`config.mk`:
```
export PLATFORM = sky130hd
export DESIGN_NAME = daq_arbiter
export DESIGN_NICKNAME = d
export VERILOG_FILES = /design/src/rtl/daq_pkg.sv /design/src/rtl/sync_fifo.sv /design/src/rtl/daq_arbiter.sv
export SDC_FILE = /design/constraint.sdc
export NUM_CORES = 2
export LEC_CHECK = 0
export ABC_CLOCK_PERIOD_IN_PS = 9400
export CORE_ASPECT_RATIO = 0.5
export CORE_MARGIN = 2
export CORE_UTILIZATION = 25
export CTS_CLUSTER_SIZE = 12
export DETAILED_ROUTE_END_ITERATION = 10
export PLACE_DENSITY = 0.45
export SYNTH_ARGS = -nofsm -noshare
export SYNTH_HDL_FRONTEND = slang
export SYNTH_SLANG_ARGS = --single-unit
```
`constraint.sdc`:
```
create_clock -name clk -period 9.4 [get_ports clk]
set_input_delay 1.88 -clock clk [delete_from_list [all_inputs] [get_ports clk]]
set_output_delay 1.88 -clock clk [all_outputs]
set_load 0.01 [all_outputs]
```
`src/rtl/daq_pkg.sv`:
```
// Shared DAQ definitions: word width, source type codes and arbiter state encoding.
package daq_pkg;

  localparam int DAQ_WORD_BITS = 32;

  localparam logic [3:0] DAQT_NONE    = 4'h0;
  localparam logic [3:0] DAQT_ENCODER = 4'h1;
  localparam logic [3:0] DAQT_ADC     = 4'h2;
  localparam logic [3:0] DAQT_STATUS  = 4'h3;
  localparam logic [3:0] DAQT_EVENT   = 4'h4;

  typedef enum logic [0:0] {
    IDLE = 1'b0,
    BUSY = 1'b1
  } arb_state_e;

endpackage

```
`src/rtl/sync_fifo.sv`:
```
// Synchronous first-word fall-through FIFO; pointers carry one extra bit so that
// full and empty differ, and the head word is read straight from storage.
module sync_fifo #(
  parameter int WIDTH = 33,
  parameter int DEPTH = 64
) (
  input  logic                     clk,
  input  logic                     rst,
  input  logic                     push,
  input  logic [WIDTH-1:0]         wdata,
  input  logic                     pop,
  output logic [WIDTH-1:0]         rdata,
  output logic [$clog2(DEPTH):0]   level,
  output logic                     full,
  output logic                     empty
);

  localparam int AW = $clog2(DEPTH);
  localparam logic [AW:0] PTR_ONE = (AW + 1)'(1);

  logic [AW:0]      wr_ptr_q, wr_ptr_d;
  logic [AW:0]      rd_ptr_q, rd_ptr_d;
  logic [WIDTH-1:0] mem_q [DEPTH];
  logic             do_push;
  logic             do_pop;

  assign level   = wr_ptr_q - rd_ptr_q;
  assign full    = level[AW];
  assign empty   = (level == '0);
  assign rdata   = mem_q[rd_ptr_q[AW-1:0]];
  assign do_pop  = pop & ~empty;
  // A pop frees the head slot in the same cycle, so a full FIFO may still accept.
  assign do_push = push & (~full | do_pop);

  // Next pointer values.
  always_comb begin
    wr_ptr_d = wr_ptr_q;
    rd_ptr_d = rd_ptr_q;
    if (do_push) begin
      wr_ptr_d = wr_ptr_q + PTR_ONE;
    end else begin
      wr_ptr_d = wr_ptr_q;
    end
    if (do_pop) begin
      rd_ptr_d = rd_ptr_q + PTR_ONE;
    end else begin
      rd_ptr_d = rd_ptr_q;
    end
  end

  // Pointer registers.
  always_ff @(posedge clk or posedge rst) begin
    if (rst) begin
      wr_ptr_q <= '0;
      rd_ptr_q <= '0;
    end else begin
      wr_ptr_q <= wr_ptr_d;
      rd_ptr_q <= rd_ptr_d;
    end
  end

  // Storage write; contents need no reset since the pointers define validity.
  always_ff @(posedge clk) begin
    if (do_push) begin
      mem_q[wr_ptr_q[AW-1:0]] <= wdata;
    end
  end

endmodule

```
`src/rtl/daq_arbiter.sv`:
```
// Round-robin arbiter over NSRC DAQ sources: locks to the granted source until its
// end word or a timeout, reserving MAX_PKT FIFO slots before every grant.
module daq_arbiter
  import daq_pkg::*;
#(
  parameter int NSRC       = 4,
  parameter int FIFO_DEPTH = 64,
  parameter int MAX_PKT    = 4,
  parameter int TIMEOUT    = 255
) (
  input  logic                            clk,
  input  logic                            rst,
  input  logic [NSRC-1:0]                 daq_req,
  output logic [NSRC-1:0]                 daq_grant,
  input  logic [NSRC*DAQ_WORD_BITS-1:0]   daq_data,
  input  logic [NSRC-1:0]                 daq_valid,
  input  logic [NSRC-1:0]                 daq_end,
  output logic [DAQ_WORD_BITS-1:0]        out_data,
  output logic                            out_end,
  output logic                            out_valid,
  input  logic                            out_ready,
  output logic [$clog2(FIFO_DEPTH):0]     fifo_level,
  output logic [7:0]                      err_count,
  output logic                            overflow,
  input  logic                            clear_err
);

  localparam int SW = (NSRC > 1) ? $clog2(NSRC) : 1;
  localparam int LW = $clog2(FIFO_DEPTH) + 1;
  localparam int TW = $clog2(TIMEOUT + 1);
  localparam logic [SW-1:0] RR_INIT  = SW'(NSRC - 1);
  localparam logic [TW-1:0] TMO_LOAD = TW'(TIMEOUT);
  localparam logic [TW-1:0] TMO_ONE  = TW'(1);
  localparam logic [LW-1:0] FIFO_CAP = LW'(FIFO_DEPTH);
  localparam logic [LW-1:0] PKT_RES  = LW'(MAX_PKT);

  // First requester strictly after 'last', wrapping modulo NSRC.
  function automatic logic [SW-1:0] rr_pick(input logic [NSRC-1:0] req,
                                            input logic [SW-1:0]   last);
    logic [SW-1:0] win;
    logic [SW-1:0] idx;
    win = last;
    for (int k = NSRC; k >= 1; k--) begin
      idx = SW'((int'(last) + k) % NSRC);
      win = req[idx] ? idx : win;
    end
    return win;
  endfunction

  arb_state_e              state_q, state_d;
  logic [SW-1:0]           sel_q, sel_d;
  logic [SW-1:0]           rr_ptr_q, rr_ptr_d;
  logic [TW-1:0]           tmo_q, tmo_d;
  logic [NSRC-1:0]         grant_q, grant_d;
  logic [7:0]              err_q, err_d;
  logic                    ovf_q, ovf_d;

  logic [DAQ_WORD_BITS-1:0] src_word [NSRC];
  logic [NSRC-1:0]          sel_mask;
  logic [SW-1:0]            win;
  logic [LW-1:0]            level;
  logic [DAQ_WORD_BITS:0]   fifo_rdata;
  logic                     fifo_full;
  logic                     fifo_empty;
  logic                     fifo_drop;
  logic                     can_grant;
  logic                     push;
  logic                     stray;
  logic                     tmo_hit;

  for (genvar g = 0; g < NSRC; g++) begin : g_src
    assign src_word[g] = daq_data[g*DAQ_WORD_BITS +: DAQ_WORD_BITS];
  end

  // One-hot view of the locked source, used to spot writes from anyone else.
  always_comb begin
    sel_mask = '0;
    for (int i = 0; i < NSRC; i++) begin
      sel_mask[i] = (sel_q == SW'(i));
    end
  end

  assign win       = rr_pick(daq_req, rr_ptr_q);
  assign can_grant = (|daq_req) && ((FIFO_CAP - level) >= PKT_RES);
  assign fifo_drop = push & fifo_full & ~(out_ready & ~fifo_empty);

  // Arbitration and lock next-state.
  always_comb begin
    state_d  = state_q;
    sel_d    = sel_q;
    rr_ptr_d = rr_ptr_q;
    tmo_d    = tmo_q;
    grant_d  = '0;
    push     = 1'b0;
    stray    = 1'b0;
    tmo_hit  = 1'b0;
    case (state_q)
      IDLE: begin
        stray = |daq_valid;
        if (can_grant) begin
          grant_d[win] = 1'b1;
          sel_d        = win;
          rr_ptr_d     = win;
          tmo_d        = TMO_LOAD;
          state_d      = BUSY;
        end else begin
          state_d = IDLE;
        end
      end
      BUSY: begin
        stray = |(daq_valid & ~sel_mask);
        if (daq_valid[sel_q]) begin
          push  = 1'b1;
          tmo_d = TMO_LOAD;
          if (daq_end[sel_q]) begin
            state_d = IDLE;
          end else begin
            state_d = BUSY;
          end
        end else if (tmo_q <= TMO_ONE) begin
          tmo_d   = '0;
          tmo_hit = 1'b1;
          state_d = IDLE;
        end else begin
          tmo_d = tmo_q - TMO_ONE;
        end
      end
      default: begin
        state_d = IDLE;
      end
    endcase
  end

  // Error counter and sticky overflow; clear wins over a same-cycle event.
  always_comb begin
    err_d = err_q;
    ovf_d = ovf_q;
    if (clear_err) begin
      err_d = 8'd0;
      ovf_d = 1'b0;
    end else begin
      ovf_d = ovf_q | fifo_drop;
      if ((stray | tmo_hit) && (err_q != 8'hFF)) begin
        err_d = err_q + 8'd1;
      end else begin
        err_d = err_q;
      end
    end
  end

  // Arbiter state and registered outputs.
  always_ff @(posedge clk or posedge rst) begin
    if (rst) begin
      state_q  <= IDLE;
      sel_q    <= '0;
      rr_ptr_q <= RR_INIT;
      tmo_q    <= '0;
      grant_q  <= '0;
      err_q    <= 8'd0;
      ovf_q    <= 1'b0;
    end else begin
      state_q  <= state_d;
      sel_q    <= sel_d;
      rr_ptr_q <= rr_ptr_d;
      tmo_q    <= tmo_d;
      grant_q  <= grant_d;
      err_q    <= err_d;
      ovf_q    <= ovf_d;
    end
  end

  sync_fifo #(
    .WIDTH (DAQ_WORD_BITS + 1),
    .DEPTH (FIFO_DEPTH)
  ) u_fifo (
    .clk   (clk),
    .rst   (rst),
    .push  (push),
    .wdata ({daq_end[sel_q], src_word[sel_q]}),
    .pop   (out_ready),
    .rdata (fifo_rdata),
    .level (level),
    .full  (fifo_full),
    .empty (fifo_empty)
  );

  assign daq_grant  = grant_q;
  assign out_data   = fifo_rdata[DAQ_WORD_BITS-1:0];
  assign out_end    = fifo_rdata[DAQ_WORD_BITS];
  assign out_valid  = ~fifo_empty;
  assign fifo_level = level;
  assign err_count  = err_q;
  assign overflow   = ovf_q;

endmodule
```
==> summary.md <==
| Metric | Value |
|---|---|
| Post-layout util | `around 30%` |
| Clock Sink Count | `2152` |
| Final Critical Period | `7.649 ns` |
| Setup TNS | `0 ns` |
| Wire length per cell after detailed routing | `30.04 um` |
| Inst Count DP | `8432` |
| Height of the chip | `413.3 um` |
| Highest ir drop seen on vdd | `0.0002993 V` |
| Post-route total power | `32.52 mW` |
| Endpoint arrival time on the critical path | `roughly 5.8 ns` |
| Dpl hpwl | `157.2 mm` |
| Max transition margin | `9.005%` |
| Cell area after layout | `between 90000 and 100000 um2` |
| Post-route DRC violation count | `0` |
| Gr ovfl total | `0` |
| Clock tree skew after final layout | `0.05854 ns` |
| Core footprint | `between 300000 and 400000 um2` |
| Wire length of the first global-routing pass | `361.6 mm` |
| Post-synthesis area per instance | `21.87 um2` |
| Antenna-violating nets left | `0` |
| Top fanout value on the critical path | `48` |
| Average vias per placed instance | `4.762` |
| Final WS setup | `1.751 ns` |
| Antenna violations before repair | `23` |
| Summed instance area of the synthesized netlist | `between 80000 and 90000 um2` |
| Fraction of final layout cells sized beyond drive strength 1 | `between 20% and 30%` |
| Final #Nets | `4333` |
| Launch point of the worst hold path | `overflow` |
| Post-CTS Repair Setup Buffers | `0` |
| Leakage dissipation | `29.96 nW` |
| Number of levels in the clock H-tree | `4` |
| WS Path Type | `flip-flop to primary output` |
| Initial cell density of the core | `25.09%` |
| Worst setup path startpoint | `u_fifo.rd_ptr_q[1]` |
| Non-filler instance count after layout | `8814` |
| Max Freq | `between 100 and 150 MHz` |
| Number of filler cells placed in the layout | `32.29k` |
| Global Route Usage Sum | `about 15%` |
| Number of vias in the routed layout | `about 42k` |
| Most used flip-flop cell after synthesis | `sky130_fd_sc_hd__edfxtp_1` |
| Register area | `64440 um2` |
| Area growth, synth to finish | `18.16%` |
| Depth of the worst register-to-register path | `11` |
| Fraction of the yosys area taken by sequential cells | `76.90%` |
| Dpl ws | `about 2.6 ns` |
| Count of warnings emitted by yosys | `0` |
| Max cap viols | `0` |
| Run status | `completed` |
| Syn Nets | `between 3k and 4k` |
| Vias in the first global route | `42.55k` |
| Hold Worst Slack | `between 0.5 and 0.6 ns` |
| Reg-to-reg critical path startpoint | `u_fifo.rd_ptr_q[2]` |
| Number of failing setup endpoints in the final timing report | `0` |
| Die Outline Area | `340000 um2` |
| TritonRoute pass-1 iters | `5` |
| Ys async rst share | `under 10%` |
| Insertion delay of the later-clocked pin in the worst-skew pair | `0.89 ns` |
| Count of flip-flops with a built-in enable after synthesis | `2112` |
| Buffers from clock root to sink, at most | `4` |
| Maximum number of pins on one net before global-route repair | `94` |
| Share of the clock period used by the worst path after layout | `81.37%` |
| Hold-critical path depth | `2` |
| Power per cell area | `roughly 330 nW/um2` |
| Critical Path Start Type | `flip-flop` |
| Sum of routed wire length over all layers | `roughly 260 mm` |
| Number of different library cells in the post-synthesis netlist | `64` |
| Num CTS Buffers | `~220` |
| Commonest non-fill, non-tap cells in the layout | `sky130_fd_sc_hd__edfxtp_1 (2112), sky130_fd_sc_hd__mux4_2 (587), sky130_fd_sc_hd__nand2_1 (240), sky130_fd_sc_hd__clkbuf_16 (226), sky130_fd_sc_hd__clkdlybuf4s50_1 (197)` |
| Data required time at the worst endpoint | `about 7.5 ns` |
| Number of resized instances in the post-cts repair step | `0` |
| Number of buffers inserted for hold repair after clock tree synthesis | `0` |
| Most common cell after layout, fill and taps aside | `sky130_fd_sc_hd__edfxtp_1` |
| RSZ-0062 raised after global routing | `false` |
| Placement row count | `150` |
| Die width | `approximately 820 um` |
| Transition time at the pin with the least slew margin | `1.365 ns` |
| Final slew viol count | `0` |
| Initial drt markers | `5342` |
| Worst min-delay path class | `flip-flop to flip-flop` |
| Port Buffers | `197` |
| Routability congestion estimate | `0.7789` |
| Critical path endpoint category | `primary output` |
| Count of pins on the block boundary | `198` |
| Multi-input gate area in the final layout | `18920 um2` |
| Clock tree from TritonCTS | `done` |
| Post-place instance area | `92480 um2` |
| Post-CTS clock slew at the launch and capture registers of the worst setup and hold paths | `0.05 ns` |
| Final number of hold-violating endpoints | `0` |
| Cell at the root of the clock tree | `sky130_fd_sc_hd__clkbuf_16` |
| Flip-flop and latch count after synthesis | `2152` |
| Gate count of the mapped netlist | `3831` |
[critical path, cell delays in order, from the launching register on]
cell and delay [ns]:
sky130_fd_sc_hd__dfrtp_4 0.87, sky130_fd_sc_hd__buf_4 0.73, sky130_fd_sc_hd__mux4_2 0.37, sky130_fd_sc_hd__inv_1 0.05, sky130_fd_sc_hd__a2111oi_0 0.95, sky130_fd_sc_hd__nor3_1 0.38
sky130_fd_sc_hd__a311oi_1 0.65, sky130_fd_sc_hd__a211o_1 0.23, sky130_fd_sc_hd__clkdlybuf4s50_1 0.63
[report_power, final]
group          switching [mW]  internal (mW)
Combinational            7.74           3.87
Sequential              0.351           12.4
Clock                    3.63           4.51
[logic make-up after synthesis]
family	count (synthesis)	share of synthesized area [%]
multiplexers	651	16.97
AO/OA/AOI/OAI	205	1.617
buffers and inverters	236	1.184
XOR/XNOR	17	0.1777
flip-flops	2152	76.90
AND/OR/NAND/NOR	558	2.960
adder cells (fa/ha/maj)	12	0.1882
[sequential cells by signal (all words and copies together) (netlist names)]
| signal | cells |
|---|---|
| err_count | 8 |
| tmo_q | 8 |
| u_fifo.rd_ptr_q | 7 |
| u_fifo.wr_ptr_q | 7 |
| state_q | 1 |
| overflow | 1 |
| sel_q | 2 |
| daq_grant | 4 |
| rr_ptr_q | 2 |
| u_fifo.mem_q | 2112 |
[path summary, 6_finish.rpt]
check	slack, ns	to
max in group asynchronous	7.01	u_fifo.rd_ptr_q[1]
hold / removal	0.50	overflow
setup / recovery	1.75	out_data[5]
min in group asynchronous	1.58	daq_grant[0]
hold reg to reg	0.50	overflow
setup reg to reg	3.53	u_fifo.mem_q[41][19]
[synthesized netlist by cell type (11+ instances only)]
cell | n | area share [%]
sky130_fd_sc_hd__buf_2 | 67 | 0.40
sky130_fd_sc_hd__nor2_1 | 135 | 0.60
sky130_fd_sc_hd__o21ai_0 | 54 | 0.32
sky130_fd_sc_hd__edfxtp_1 | 2112 | 76
sky130_fd_sc_hd__nand2_1 | 240 | 1.1
sky130_fd_sc_hd__a31oi_1 | 26 | 0.19
sky130_fd_sc_hd__a32oi_1 | 20 | 0.21
sky130_fd_sc_hd__dfrtp_1 | 38 | 1.1
sky130_fd_sc_hd__nand3_1 | 83 | 0.50
sky130_fd_sc_hd__inv_1 | 25 | 0.11
sky130_fd_sc_hd__and3_1 | 20 | 0.15
sky130_fd_sc_hd__xnor2_1 | 15 | 0.16
sky130_fd_sc_hd__nor3_1 | 15 | 0.090
sky130_fd_sc_hd__nand4_1 | 13 | 0.097
sky130_fd_sc_hd__ha_1 | 11 | 0.16
sky130_fd_sc_hd__mux4_2 | 614 | 17
sky130_fd_sc_hd__a21oi_1 | 37 | 0.22
sky130_fd_sc_hd__mux2i_1 | 26 | 0.31
sky130_fd_sc_hd__clkbuf_1 | 94 | 0.42
sky130_fd_sc_hd__nor2b_1 | 15 | 0.11
sky130_fd_sc_hd__buf_1 | 42 | 0.19
sky130_fd_sc_hd__o22ai_1 | 12 | 0.090
[final cells by class]
class | instances | share of cell area, %
clock inverters | 73 | 0.4626
well taps | 4484 | 5.668
flip-flops and latches | 2152 | 65.10
inverters | 27 | 0.1100
diodes | 4 | 0.01011
clock buffers | 302 | 6.032
multi-input cells | 1443 | 19.12
repair buffers | 329 | 3.499
[metal layers]
metal  up-vias  GRT usage, %  wire length [um]
met2      1533         24.85            125600
met1     23390         21.12            115400
met5         -             0                27
li1      16770             -                 -
met3       274         3.326             19290
met4         4         2.602              4467
Note: power is estimated with default switching activity, not from simulation.
